File: config.mk
export PLATFORM = sky130hd
export DESIGN_NAME = sh4_fpu_fadd_pipe
export DESIGN_NICKNAME = d
export VERILOG_FILES = /design/src/rtl/sh4_fpu_fadd_pipe.sv
export SDC_FILE = /design/constraint.sdc
export NUM_CORES = 1
export LEC_CHECK = 0
export BUFFER_PORTS_ARGS = -buffer_cell sky130_fd_sc_hd__clkbuf_2
export CAP_MARGIN = 30
export CORE_MARGIN = 3
export CORE_UTILIZATION = 55
export CTS_BUF_LIST = sky130_fd_sc_hd__clkbuf_2
export CTS_CLUSTER_DIAMETER = 30
export DETAILED_ROUTE_END_ITERATION = 12
export PLACE_DENSITY = 0.82
export SLEW_MARGIN = 20
export SYNTH_ARGS = -nofsm -noshare
export SYNTH_HDL_FRONTEND = slang
export SYNTH_SLANG_ARGS = --single-unit
File: constraint.sdc
create_clock -name clk -period 15.6 [get_ports clk]
set_clock_uncertainty 0.1 [all_clocks]
set_input_delay 4.68 -clock clk [delete_from_list [all_inputs] [get_ports clk]]
set_output_delay 4.68 -clock clk [all_outputs]
set_load 0.03 [all_outputs]
File: src/rtl/sh4_fpu_fadd_pipe.sv
// SH4 FPU FADD/FSUB on unpacked operands: align -> add -> normalise/special-case,
// three register stages with valid/ready backpressure and flush.
module sh4_fpu_fadd_pipe #(
    parameter int EXP_W  = 10,
    parameter int FRAC_W = 25,
    parameter int TAG_W  = 5
) (
    input  logic              clk,
    input  logic              rst,
    input  logic              flush,
    input  logic              ven,
    input  logic              i_valid,
    output logic              i_ready,
    input  logic              i_sub,
    input  logic [TAG_W-1:0]  i_tag,
    input  logic              a_sign,
    input  logic              b_sign,
    input  logic [EXP_W-1:0]  a_exp,
    input  logic [EXP_W-1:0]  b_exp,
    input  logic [FRAC_W-1:0] a_frac,
    input  logic [FRAC_W-1:0] b_frac,
    input  logic              a_is_zero,
    input  logic              a_is_inf,
    input  logic              a_is_nan,
    input  logic              b_is_zero,
    input  logic              b_is_inf,
    input  logic              b_is_nan,
    output logic              o_valid,
    input  logic              o_ready,
    output logic [TAG_W-1:0]  o_tag,
    output logic              o_sign,
    output logic [EXP_W:0]    o_exp,
    output logic [FRAC_W-1:0] o_frac,
    output logic              o_is_zero,
    output logic              o_is_inf,
    output logic              o_is_nan,
    output logic              o_inexact,
    output logic              invalid
);

    // Mantissa layout: hidden 1, fraction, guard, sticky.
    localparam int W     = FRAC_W + 3;
    localparam int CLZ_W = $clog2(W + 2);
    localparam logic [FRAC_W-1:0] SNAN_BIT     = FRAC_W'(1) << (FRAC_W - 3);
    localparam logic [FRAC_W-1:0] DEF_NAN_FRAC = ~SNAN_BIT;
    localparam logic [EXP_W:0]    EXP_MAX      = {1'b0, {EXP_W{1'b1}}};

    typedef struct packed {
        logic              en;
        logic              sign;
        logic [EXP_W:0]    exp;
        logic [FRAC_W-1:0] frac;
        logic              zero;
        logic              inf;
        logic              nan;
        logic              invalid;
    } spec_t;

    typedef struct packed {
        logic [TAG_W-1:0] tag;
        logic             sign;
        logic [EXP_W-1:0] exp;
        logic             sub;
        logic [W-1:0]     ma;
        logic [W-1:0]     mb;
        spec_t            spec;
    } s1_t;

    typedef struct packed {
        logic [TAG_W-1:0] tag;
        logic             sign;
        logic [EXP_W-1:0] exp;
        logic [W:0]       sum;
        spec_t            spec;
    } s2_t;

    typedef struct packed {
        logic [TAG_W-1:0]  tag;
        logic              sign;
        logic [EXP_W:0]    exp;
        logic [FRAC_W-1:0] frac;
        logic              zero;
        logic              inf;
        logic              nan;
        logic              inexact;
        logic              invalid;
    } s3_t;

    logic s1_valid_q, s1_valid_d;
    logic s2_valid_q, s2_valid_d;
    logic s3_valid_q, s3_valid_d;
    s1_t  s1_q, s1_d, s1_new;
    s2_t  s2_q, s2_d, s2_new;
    s3_t  s3_q, s3_d, s3_new;

    logic en1, en2, en3, accept;

    logic              eb_sign, a_big, infinf, a_snan, b_snan, lost;
    logic [EXP_W-1:0]  big_exp, sml_exp, dabs;
    logic [FRAC_W-1:0] big_frac, sml_frac;
    logic [W-1:0]      mb_raw, mb_sh;
    spec_t             sp;
    logic [CLZ_W-1:0]  clz;
    logic [W:0]        sum_n;

    // A stage may load when it is empty or its content is moving on.
    always_comb begin
        en3    = !s3_valid_q | o_ready;
        en2    = !s2_valid_q | en3;
        en1    = !s1_valid_q | en2;
        accept = i_valid & en1;

        s1_valid_d = en1 ? accept     : s1_valid_q;
        s2_valid_d = en2 ? s1_valid_q : s2_valid_q;
        s3_valid_d = en3 ? s2_valid_q : s3_valid_q;
        if (flush) begin
            s1_valid_d = 1'b0;
            s2_valid_d = 1'b0;
            s3_valid_d = 1'b0;
        end
    end

    always_comb begin
        eb_sign  = b_sign ^ i_sub;
        a_big    = (a_exp > b_exp) | ((a_exp == b_exp) & (a_frac >= b_frac));
        big_exp  = a_big ? a_exp  : b_exp;
        sml_exp  = a_big ? b_exp  : a_exp;
        big_frac = a_big ? a_frac : b_frac;
        sml_frac = a_big ? b_frac : a_frac;
        dabs     = big_exp - sml_exp;
        mb_raw   = {1'b1, sml_frac, 2'b00};
        mb_sh    = mb_raw >> dabs;
        lost     = |(mb_raw & ~({W{1'b1}} << dabs));

        a_snan = a_is_nan & a_frac[FRAC_W-3];
        b_snan = b_is_nan & b_frac[FRAC_W-3];
        infinf = a_is_inf & b_is_inf & (a_sign ^ eb_sign);

        sp         = '0;
        sp.invalid = ven & (a_snan | b_snan | infinf);
        if (a_is_nan | b_is_nan) begin
            sp.en   = 1'b1;
            sp.nan  = 1'b1;
            sp.sign = a_is_nan ? a_sign : b_sign;
            sp.exp  = EXP_MAX;
            sp.frac = (a_is_nan ? a_frac : b_frac) & ~SNAN_BIT;
        end else if (infinf) begin
            sp.en   = 1'b1;
            sp.nan  = 1'b1;
            sp.exp  = EXP_MAX;
            sp.frac = DEF_NAN_FRAC;
        end else if (a_is_inf | b_is_inf) begin
            sp.en   = 1'b1;
            sp.inf  = 1'b1;
            sp.sign = a_is_inf ? a_sign : eb_sign;
            sp.exp  = EXP_MAX;
        end else if (a_is_zero & b_is_zero) begin
            sp.en   = 1'b1;
            sp.zero = 1'b1;
            sp.sign = a_sign & eb_sign;
        end else if (a_is_zero) begin
            sp.en   = 1'b1;
            sp.sign = eb_sign;
            sp.exp  = {1'b0, b_exp};
            sp.frac = b_frac;
        end else if (b_is_zero) begin
            sp.en   = 1'b1;
            sp.sign = a_sign;
            sp.exp  = {1'b0, a_exp};
            sp.frac = a_frac;
        end

        s1_new.tag  = i_tag;
        s1_new.sign = a_big ? a_sign : eb_sign;
        s1_new.exp  = big_exp;
        s1_new.sub  = a_sign ^ eb_sign;
        s1_new.ma   = {1'b1, big_frac, 2'b00};
        s1_new.mb   = {mb_sh[W-1:1], mb_sh[0] | lost};
        s1_new.spec = sp;

        s1_d = en1 ? s1_new : s1_q;
    end

    // Swap guarantees ma >= mb, so the subtract never goes negative.
    always_comb begin
        s2_new.tag  = s1_q.tag;
        s2_new.sign = s1_q.sign;
        s2_new.exp  = s1_q.exp;
        s2_new.spec = s1_q.spec;
        s2_new.sum  = s1_q.sub ? ({1'b0, s1_q.ma} - {1'b0, s1_q.mb})
                               : ({1'b0, s1_q.ma} + {1'b0, s1_q.mb});
        s2_d = en2 ? s2_new : s2_q;
    end

    always_comb begin
        clz = CLZ_W'(W + 1);
        for (int i = 0; i <= W; i++) begin
            if (s2_q.sum[i]) clz = CLZ_W'(W - i);
        end
        sum_n = s2_q.sum << clz;

        s3_new         = '0;
        s3_new.tag     = s2_q.tag;
        s3_new.invalid = s2_q.spec.invalid;
        if (s2_q.spec.en) begin
            s3_new.sign = s2_q.spec.sign;
            s3_new.exp  = s2_q.spec.exp;
            s3_new.frac = s2_q.spec.frac;
            s3_new.zero = s2_q.spec.zero;
            s3_new.inf  = s2_q.spec.inf;
            s3_new.nan  = s2_q.spec.nan;
        end else if (!sum_n[W]) begin
            s3_new.zero = 1'b1;
        end else begin
            s3_new.sign    = s2_q.sign;
            s3_new.exp     = {1'b0, s2_q.exp} + (EXP_W+1)'(1) - (EXP_W+1)'(clz);
            s3_new.frac    = sum_n[W-1 -: FRAC_W];
            s3_new.inexact = |sum_n[W-FRAC_W-1:0];
        end

        s3_d = en3 ? s3_new : s3_q;
    end

    always_ff @(posedge clk) begin
        if (rst) begin
            s1_valid_q <= 1'b0;
            s2_valid_q <= 1'b0;
            s3_valid_q <= 1'b0;
            s1_q       <= '0;
            s2_q       <= '0;
            s3_q       <= '0;
        end else begin
            s1_valid_q <= s1_valid_d;
            s2_valid_q <= s2_valid_d;
            s3_valid_q <= s3_valid_d;
            s1_q       <= s1_d;
            s2_q       <= s2_d;
            s3_q       <= s3_d;
        end
    end

    assign i_ready   = en1;
    assign o_valid   = s3_valid_q;
    assign o_tag     = s3_q.tag;
    assign o_sign    = s3_q.sign;
    assign o_exp     = s3_q.exp;
    assign o_frac    = s3_q.frac;
    assign o_is_zero = s3_q.zero;
    assign o_is_inf  = s3_q.inf;
    assign o_is_nan  = s3_q.nan;
    assign o_inexact = s3_q.inexact;
    assign invalid   = s3_q.invalid & s3_valid_q;

endmodule
; ---- Word-level counts from Yosys, hierarchy flattened
; Cells that the tools add are included.
[word_totals]
output_inout_bits = 49
elab_cells = 138
regBits = 250
[classes]
shifts = 3
bitwise = 23
n_eq_ne = 1
n_reduce_logical = 6
add_sub_neg = 5
magnitude_cmp = 2
muxes = 60
[op_table]
columns = cell, count
row1 = two-way mux 38 bit, 4
row2 = two-way mux 5 bit, 28
row3 = two-way mux 25 bit, 3
row4 = two-way mux 36 bit, 2
row5 = two-way mux 37 bit, 1
row6 = adder 28 x 28 -> 29 bit, 1
row7 = two-way mux 29 bit, 1
row8 = << shifter 29 x 5 -> 29 bit, 1
row9 = subtractor 28 x 28 -> 29 bit, 1
row10 = AND 28 bit, 1
row11 = inverter 28 bit, 1
row12 = OR reduction 28 bit, 1
row13 = "<< shifter 28 x 10 -> 28 bit, first input constant", 1
row14 = right shift 28 x 10 -> 28 bit, 1
row15 = two-way mux 26 bit, 1
row16 = >= comparator 25 bit, 1
row17 = two-way mux 10 bit, 2
row18 = two-way mux 1 bit, 13
row19 = two-way mux 13 bit, 1
row20 = "adder 10 x 1 -> 11 bit, second input constant", 1
row21 = subtractor 11 x 5 -> 11 bit, 1
row22 = AND 1 bit, 10
row23 = equality test 10 bit, 1
row24 = > comparator 10 bit, 1
row25 = other kinds (7), 21

; ---- Logic depth before layout (Yosys ltp)
; Gate-level depths: netlist of the first run.
[depth]
word_depth = 33
mapped_depth = 24
ltp_nobuf = 23

; ---- Worst setup path before layout of the first run
; Ideal clock, no wire load.
[synth_path]
path_kind = input to output
startpoint = input port o_ready
endpoint = output port i_ready
t_arrival_ns = 5.760
path_stages = 5
path_buffers = 2
path_slack_ns = 5.060
required_ns = 10.820
cell_sequence = nor2b_1 and3_1 inv_1 clkbuf_1 clkbuf_1
[synth_between]
elab_chain_cells = 3
[synth_rtl]
columns = item, line
row1 = start: declaration, 29  ; input logic o_ready,
row2 = bitwise OR 1 bit, 108  ; en3 = !s3_valid_q | o_ready;
row3 = bitwise OR 1 bit, 109  ; en2 = !s2_valid_q | en3;
row4 = bitwise OR 1 bit, 110  ; en1 = !s1_valid_q | en2;
row5 = end: declaration, 13  ; output logic i_ready,
; Every way passes these cells.

; ---- Worst setup path after layout of the first run
; Same ends and word-level chain as after synthesis.

==> key figures, run 1 <==
Layout
  • Fill cells: between 3000 and 4000
  • Final Util: roughly 60%
  • Layout cells sized above 1: around an eighth
  • Commonest non-fill, non-tap cell in the layout: nand2_1
  • Area growth syn-to-layout: 6.796%
  • Most frequent cells in the layout: nand2_1, a21oi_1, dfxtp_1
  • Final-stage net count: around 2700
  • Final non-filler cell total: around 3000

Yosys
  • EDFF count, synth: 0
  • Cell taking the most area after synthesis: dfxtp_1
  • Post-synthesis net count: about 2700
  • Distinct cells, synth: 73
  • Synthesized cell area: approximately 18000 sq um
  • Post-synth top area share: 27.55%
  • Synth area leaders: dfxtp_1, a21oi_1, nand2_1, ha_1, nor2_1
  • Synth Area per Inst: 7.155 sq um
  • Sequential fraction of the synthesis area: between 20% and 30%
  • Main synth FF type: dfxtp_1
  • Async SR Flop Fraction: 0%
  • Ys Warns: 0
  • Post-synthesis register bit count: approximately 250
  • Mapped Cells: roughly 2500

Placed design
  • Number of port buffers: 138
  • Placed Cells: between 2000 and 3000
  • Global placer's final weighted congestion: around 1.0
  • Placement Setup Slack: roughly 4400 ps
  • Hpwl dp: 43580 um

Route
  • Vias: around 19000
  • DR iter-0 viols: 2212
  • Final ANT Viol Nets: 0
  • DRC Markers: 0
  • Routed WL: roughly 60000 um
  • DR WL/cell: approximately 20 um
  • First-pass iteration count of the detailed router: 6
  • DR vias/cell: 6.255

STA
  • Fin crit share: 72.15%
  • Crit path time final: roughly 11000 ps
  • Slew HR: 33.81%
  • RSZ-0062 raised after global routing: no
  • Final worst slack: 4345 ps
  • Fmax: just under 0.09 GHz
  • Final Hold Viols: 0
  • Worst-margin pin slew: 992.8 ps
  • Setup TNS: 0 ps
  • Final setup viols: 0
  • Max-slew violation count: 0

Die
  • Core area: about 32000 sq um
  • Total die area: roughly 35000 sq um
  • Die width: approximately 190 um
  • Starting Density: 56.39%
  • Die height: ~190 um
  • Row cnt: 65
  • Total I/O pin count: around 140

CTS
  • CTS tree: done
  • CTS max path bufs: 3
  • CTS H-tree lvls: 3
  • Worst skew pair latency: between 800 and 900 ps
  • Post-CTS Setup Inserts: 0
  • Clock sinks: approximately 250
  • Clk slew on worst S/H paths: around 100 ps
  • Clock Tree Root: clkbuf_2
  • Cts-stage hold buffer count: 0
  • CTS resizes: 0
  • CTS Buf Count: 70

GRT
  • First-pass GRT wire length: just over 90000 um
  • Number of global-route vias before repair: 16780
  • Initial antenna violation count: 1
  • Total grt overflow: 0
  • Largest net degree at the start of global routing: just over 100
  • Gr usage total: between 30% and 40%

Power
  • Comb pwr share: about 43%
  • Clock Power Share: between 20% and 30%
  • Register share of total power: between 30% and 40%
  • Internal power: 1.241 mW
  • Switching power total: roughly 0.93 mW
  • Sw Share: a little over two fifths
  • Leak pwr: roughly 8 nW
  • Peak supply drop: ~0.053 mV
  • Power per Cell Area: 113.0 nW/um^2

Critical path
  • Crit Path Max Fanout: between 40 and 50
  • Startpoint Class: primary input
  • Worst Setup End Kind: output port
  • CP Data Required Time: around 11000 ps
  • Critical path class: in2out
  • CP arrival: 6480 ps

Status
  • Status: finished, final reports clean

Job
  • Max Cap Viol: 0

Hold path
  • Worst min path class: reg2reg
-- state kept, by name, indices dropped and copies added (netlist names) --
| register | flops |
|---|---|
| o_exp | 11 |
| s1_valid_q | 1 |
| s1_q | 112 |
| o_sign | 1 |
| o_valid | 1 |
| s2_valid_q | 1 |
| o_is_nan | 1 |
| o_inexact | 1 |
| o_is_zero | 1 |
| o_is_inf | 1 |
| o_tag | 5 |
| s3_q | 1 |
| o_frac | 25 |
| s2_q | 86 |
-- worst max-delay path, stage by stage --
cell	delay [ps]
clkbuf_2	110
nor2b_4	100
buf_4	440
and3_2	310
clkinv_2	450
clkbuf_2	350
-- final cells by class --
cell class | instances | area [sq um] | share of cell area, %
inverter | 121 | 455.4 | 2.366
clock buffer | 95 | 475.5 | 2.470
timing repair buffer | 167 | 959.7 | 4.986
clock inverter | 23 | 195.2 | 1.014
multi-input combinational | 1928 | 11650 | 60.53
sequential | 248 | 4965 | 25.79
tap | 435 | 544.3 | 2.828
antenna | 1 | 2.502 | 0.01300
-- synthesized netlist by cell type, drive strengths merged (19+ instances only) --
| cell | count |
|---|---|
| nand2 | 422 |
| a21oi | 332 |
| dfxtp | 248 |
| nor2 | 219 |
| clkbuf | 147 |
| o21ai | 123 |
| inv | 120 |
| ha | 104 |
| nor3 | 80 |
| buf | 75 |
| nand3 | 71 |
| mux2i | 61 |
| a211oi | 50 |
| a311oi | 39 |
| a31oi | 28 |
| xnor2 | 27 |
| a221oi | 25 |
| a21o | 22 |
| and3 | 20 |
| o211ai | 20 |
| and2 | 19 |
-- final timing paths --
kind	startpoint	end	slack, ps	depth (start not counted)
max	o_ready	i_ready	4340	6
min	s1_q[18]$_SDFFE_PP0N_	s2_q[18]$_SDFFE_PP0P_	310	2
max reg2reg	s2_q[47]$_SDFFE_PP0P_	o_exp[9]$_SDFFE_PP0P_	9420	23
min reg2reg	s1_q[18]$_SDFFE_PP0N_	s2_q[18]$_SDFFE_PP0P_	310	2
-- routing by layer --
| layer | global-route usage (%) | vias to the layer above | wire length (um) |
|---|---|---|---|
| met5 | 0 | - | 0 |
| met4 | 10.09 | 0 | 1665 |
| met3 | 6.578 | 111 | 5989 |
| met2 | 48.68 | 1015 | 25740 |
| met1 | 45.59 | 8729 | 25770 |
| li1 | - | 9022 | - |
-- power groups by stage --
stage               logic [mW]  registers (mW)  clock network (mW)
finish                   0.931           0.747               0.498
global route              1.01           0.755               0.549
CTS                      0.905           0.745               0.508
detailed placement       0.901           0.760                   0
global placement         0.892           0.757                   0
floorplan                0.696           0.738                   0
-- per-stage QoR --
stage / total power, mW / instance area, sq um / hold slack (ps)
2_1_floorplan: 1.434 / 18020 / 326.6
3_3_place_gp: 1.649 / 18500 / 337.5
3_5_place_dp: 1.661 / 18500 / 345.3
4_1_cts: 2.158 / 19170 / 284.0
5_1_grt: 2.309 / 19250 / 315.7
6_report: 2.175 / 19250 / 307.1
-- kinds of logic after synthesis --
group	share of synthesized area, %
and+or+nand+nor	22.18
AOI/OAI and AO/OA	27.00
buffers and inverters	8.094
DFF	27.55
adders and majority gates	7.497
muxes	5.887
xor gates and xnor gates	1.798
No activity file was read; power rests on OpenSTA's default activity.
==> run 2, diff against run 1 <==
- clock period: 15.6 -> 11 ns (I/O delays scaled with it)
==> key figures, run 2 (same netlist as run 1, synthesis figures left out) <==
Route
  • DR vias/cell: 6.320
  • DRC Markers: 0
  • Final ANT Viol Nets: 0
  • DR WL/cell: between 15 and 20 um
  • Vias: approximately 19000
  • First-pass iteration count of the detailed router: 8
  • DR iter-0 viols: 2255
  • Routed WL: a little under 60000 um

Power
  • Internal power: about 1.7 mW
  • Sw Share: between 40% and 50%
  • Leak pwr: between 8 and 9 nW
  • Clock Power Share: between 20% and 30%
  • Comb pwr share: between 40% and 50%
  • Register share of total power: a little over a third
  • Power per Cell Area: roughly 160 nW/um^2
  • Peak supply drop: roughly 0.073 mV
  • Switching power total: between 1 and 1.5 mW

Critical path
  • Reg2reg end: o_exp[9]$_SDFFE_PP0P_
  • Worst Setup End Kind: flip-flop
  • CP Data Required Time: 11640 ps
  • Slowest-stage cell, CP: and4_1
  • CP arrival: slightly above 9000 ps
  • Worst path max stage delay: 850 ps
  • Worst r2r src: s2_q[47]$_SDFFE_PP0P_
  • FF-to-FF path depth: 23
  • Critical path class: in2reg
  • FF-to-FF setup slack: approximately 4900 ps
  • Startpoint Class: primary input
  • Crit Path Max Fanout: 35
  • Cell Chain, Critical Path: clkbuf_2 -> inv_1 -> ha_1 -> buf_4 -> nand4_1 -> or3_1 -> a2111oi_2 -> and4_1 -> nor2_4 -> mux2i_1 -> ha_1 -> o311ai_1 -> nand3_1 -> a221oi_1 -> xnor2_1 -> a211oi_4 -> nand3_1 -> a2111oi_2 -> a31oi_1

Placed design
  • Number of port buffers: about 140
  • Global placer's final weighted congestion: just over 1
  • Hpwl dp: 43430 um
  • Placement Setup Slack: roughly 1700 ps

CTS
  • Post-CTS Setup Inserts: 0
  • CTS resizes: 0
  • Clock sinks: roughly 250
  • Clk slew on worst S/H paths: 90 ps
  • CTS H-tree lvls: 3
  • CTS max path bufs: 3
  • Clock Tree Root: clkbuf_2
  • Worst skew pair latency: between 800 and 900 ps
  • CTS tree: done
  • Cts-stage hold buffer count: 0
  • CTS Buf Count: just under 70

Layout
  • Layout cells sized above 1: about an eighth
  • Final-stage net count: between 2000 and 3000
  • Biggest register: s1_q
  • Multi-input logic area: ~12000 sq um
  • Area growth syn-to-layout: 6.269%
  • Fill cells: 3012
  • Register Area: around 5000 sq um
  • Most frequent cells in the layout: nand2_1, a21oi_1, dfxtp_1
  • Max reg flops: between 100 and 150
  • Commonest non-fill, non-tap cell in the layout: nand2_1

STA
  • Setup TNS: 0 ps
  • Final Hold Viols: 0
  • Final setup viols: 0
  • Crit path time final: between 8000 and 9000 ps
  • Final worst slack: about 2500 ps
  • Worst-margin pin slew: 1056 ps
  • Max-slew violation count: 0
  • Fin crit share: around 78%
  • Slew HR: 29.43%
  • Fmax: roughly 0.12 GHz
  • RSZ-0062 raised after global routing: no

GRT
  • Gr usage total: between 30% and 40%
  • Number of global-route vias before repair: roughly 17000
  • Total grt overflow: 0
  • First-pass GRT wire length: 92090 um
  • Initial antenna violation count: 1
  • Largest net degree at the start of global routing: 107

Hold path
  • Worst hold endpoint: s2_q[17]$_SDFFE_PP0P_
  • Min-delay src: s1_q[17]$_SDFFE_PP0N_
  • Worst min path class: reg2reg
  • WHS Path Cells: 2

Die
  • Row cnt: 65
  • Total die area: 34980 sq um
  • Die height: 187.0 um
  • Total I/O pin count: roughly 140
  • Starting Density: 56.39%
  • Die width: about 190 um
  • Core area: between 30000 and 40000 sq um

Status
  • Status: finished, final reports clean

Job
  • Max Cap Viol: 0
## run 2: stage by stage
step / area (sq um) / power (mW) / hold slack [ps] / std cells / utilization [%]
4_1_cts: 19090 / 2.976 / 297.2 / 3002 / 59.73
6_report: 19150 / 3.001 / 307.8 / 3006 / 59.93
5_1_grt: 19150 / 3.171 / 301.9 / 3006 / 59.93
2_1_floorplan: 18020 / 2.034 / 326.6 / 2519 / -
3_3_place_gp: 18500 / 2.322 / 338.3 / 2896 / 57.89
3_5_place_dp: 18530 / 2.347 / 343.7 / 2897 / 57.97
## run 2: critical path: cells and delay by family
kind / cells / cell delay (ps)
AOI/OAI and AO/OA: 6 / 2320
and+or+nand+nor: 6 / 2070
buffers and inverters: 3 / 610
adders and majority gates: 2 / 520
muxes: 1 / 160
xor gates and xnor gates: 1 / 160
## run 2: layout make-up
class	count	area share, %
Clock inverter	15	0.5879
Sequential cell	248	25.92
Tap cell	435	2.842
Clock buffer	90	2.352
Timing Repair Buffer	168	5.108
Antenna cell	1	0.01307
Multi-Input combinational cell	1928	60.80
Inverter	121	2.378
## run 2: worst max path at each step
| stage | startpoint | slack (ps) | end |
|---|---|---|---|
| floorplan | b_frac[22] | 2710 | s1_q[42]$_SDFFE_PP0N_ |
| global placement | a_exp[0] | 1870 | s1_q[42]$_SDFFE_PP0N_ |
| detailed placement | a_exp[0] | 1720 | s1_q[42]$_SDFFE_PP0N_ |
| CTS | o_ready | 2570 | i_ready |
| global route | a_exp[0] | 2160 | s1_q[42]$_SDFFE_PP0N_ |
| finish | a_exp[0] | 2470 | s1_q[42]$_SDFFE_PP0N_ |
## run 2: power groups by stage
| stage | Sequential (mW) | Combinational [mW] | Clock, mW |
|---|---|---|---|
| 2_1_floorplan | 1.05 | 0.988 | 0 |
| 3_3_place_gp | 1.07 | 1.25 | 0 |
| 3_5_place_dp | 1.07 | 1.27 | 0 |
| 4_1_cts | 1.05 | 1.28 | 0.644 |
| 5_1_grt | 1.07 | 1.42 | 0.687 |
| 6_report | 1.06 | 1.31 | 0.632 |
## run 2: routing by layer
layer	vias up	global-route usage, %	share of wire, %
met5	-	0	0
met4	0	13.70	4.1
met2	1070	47.60	43
li1	8968	-	-
met3	184	5.416	9.9
met1	8775	45.15	43
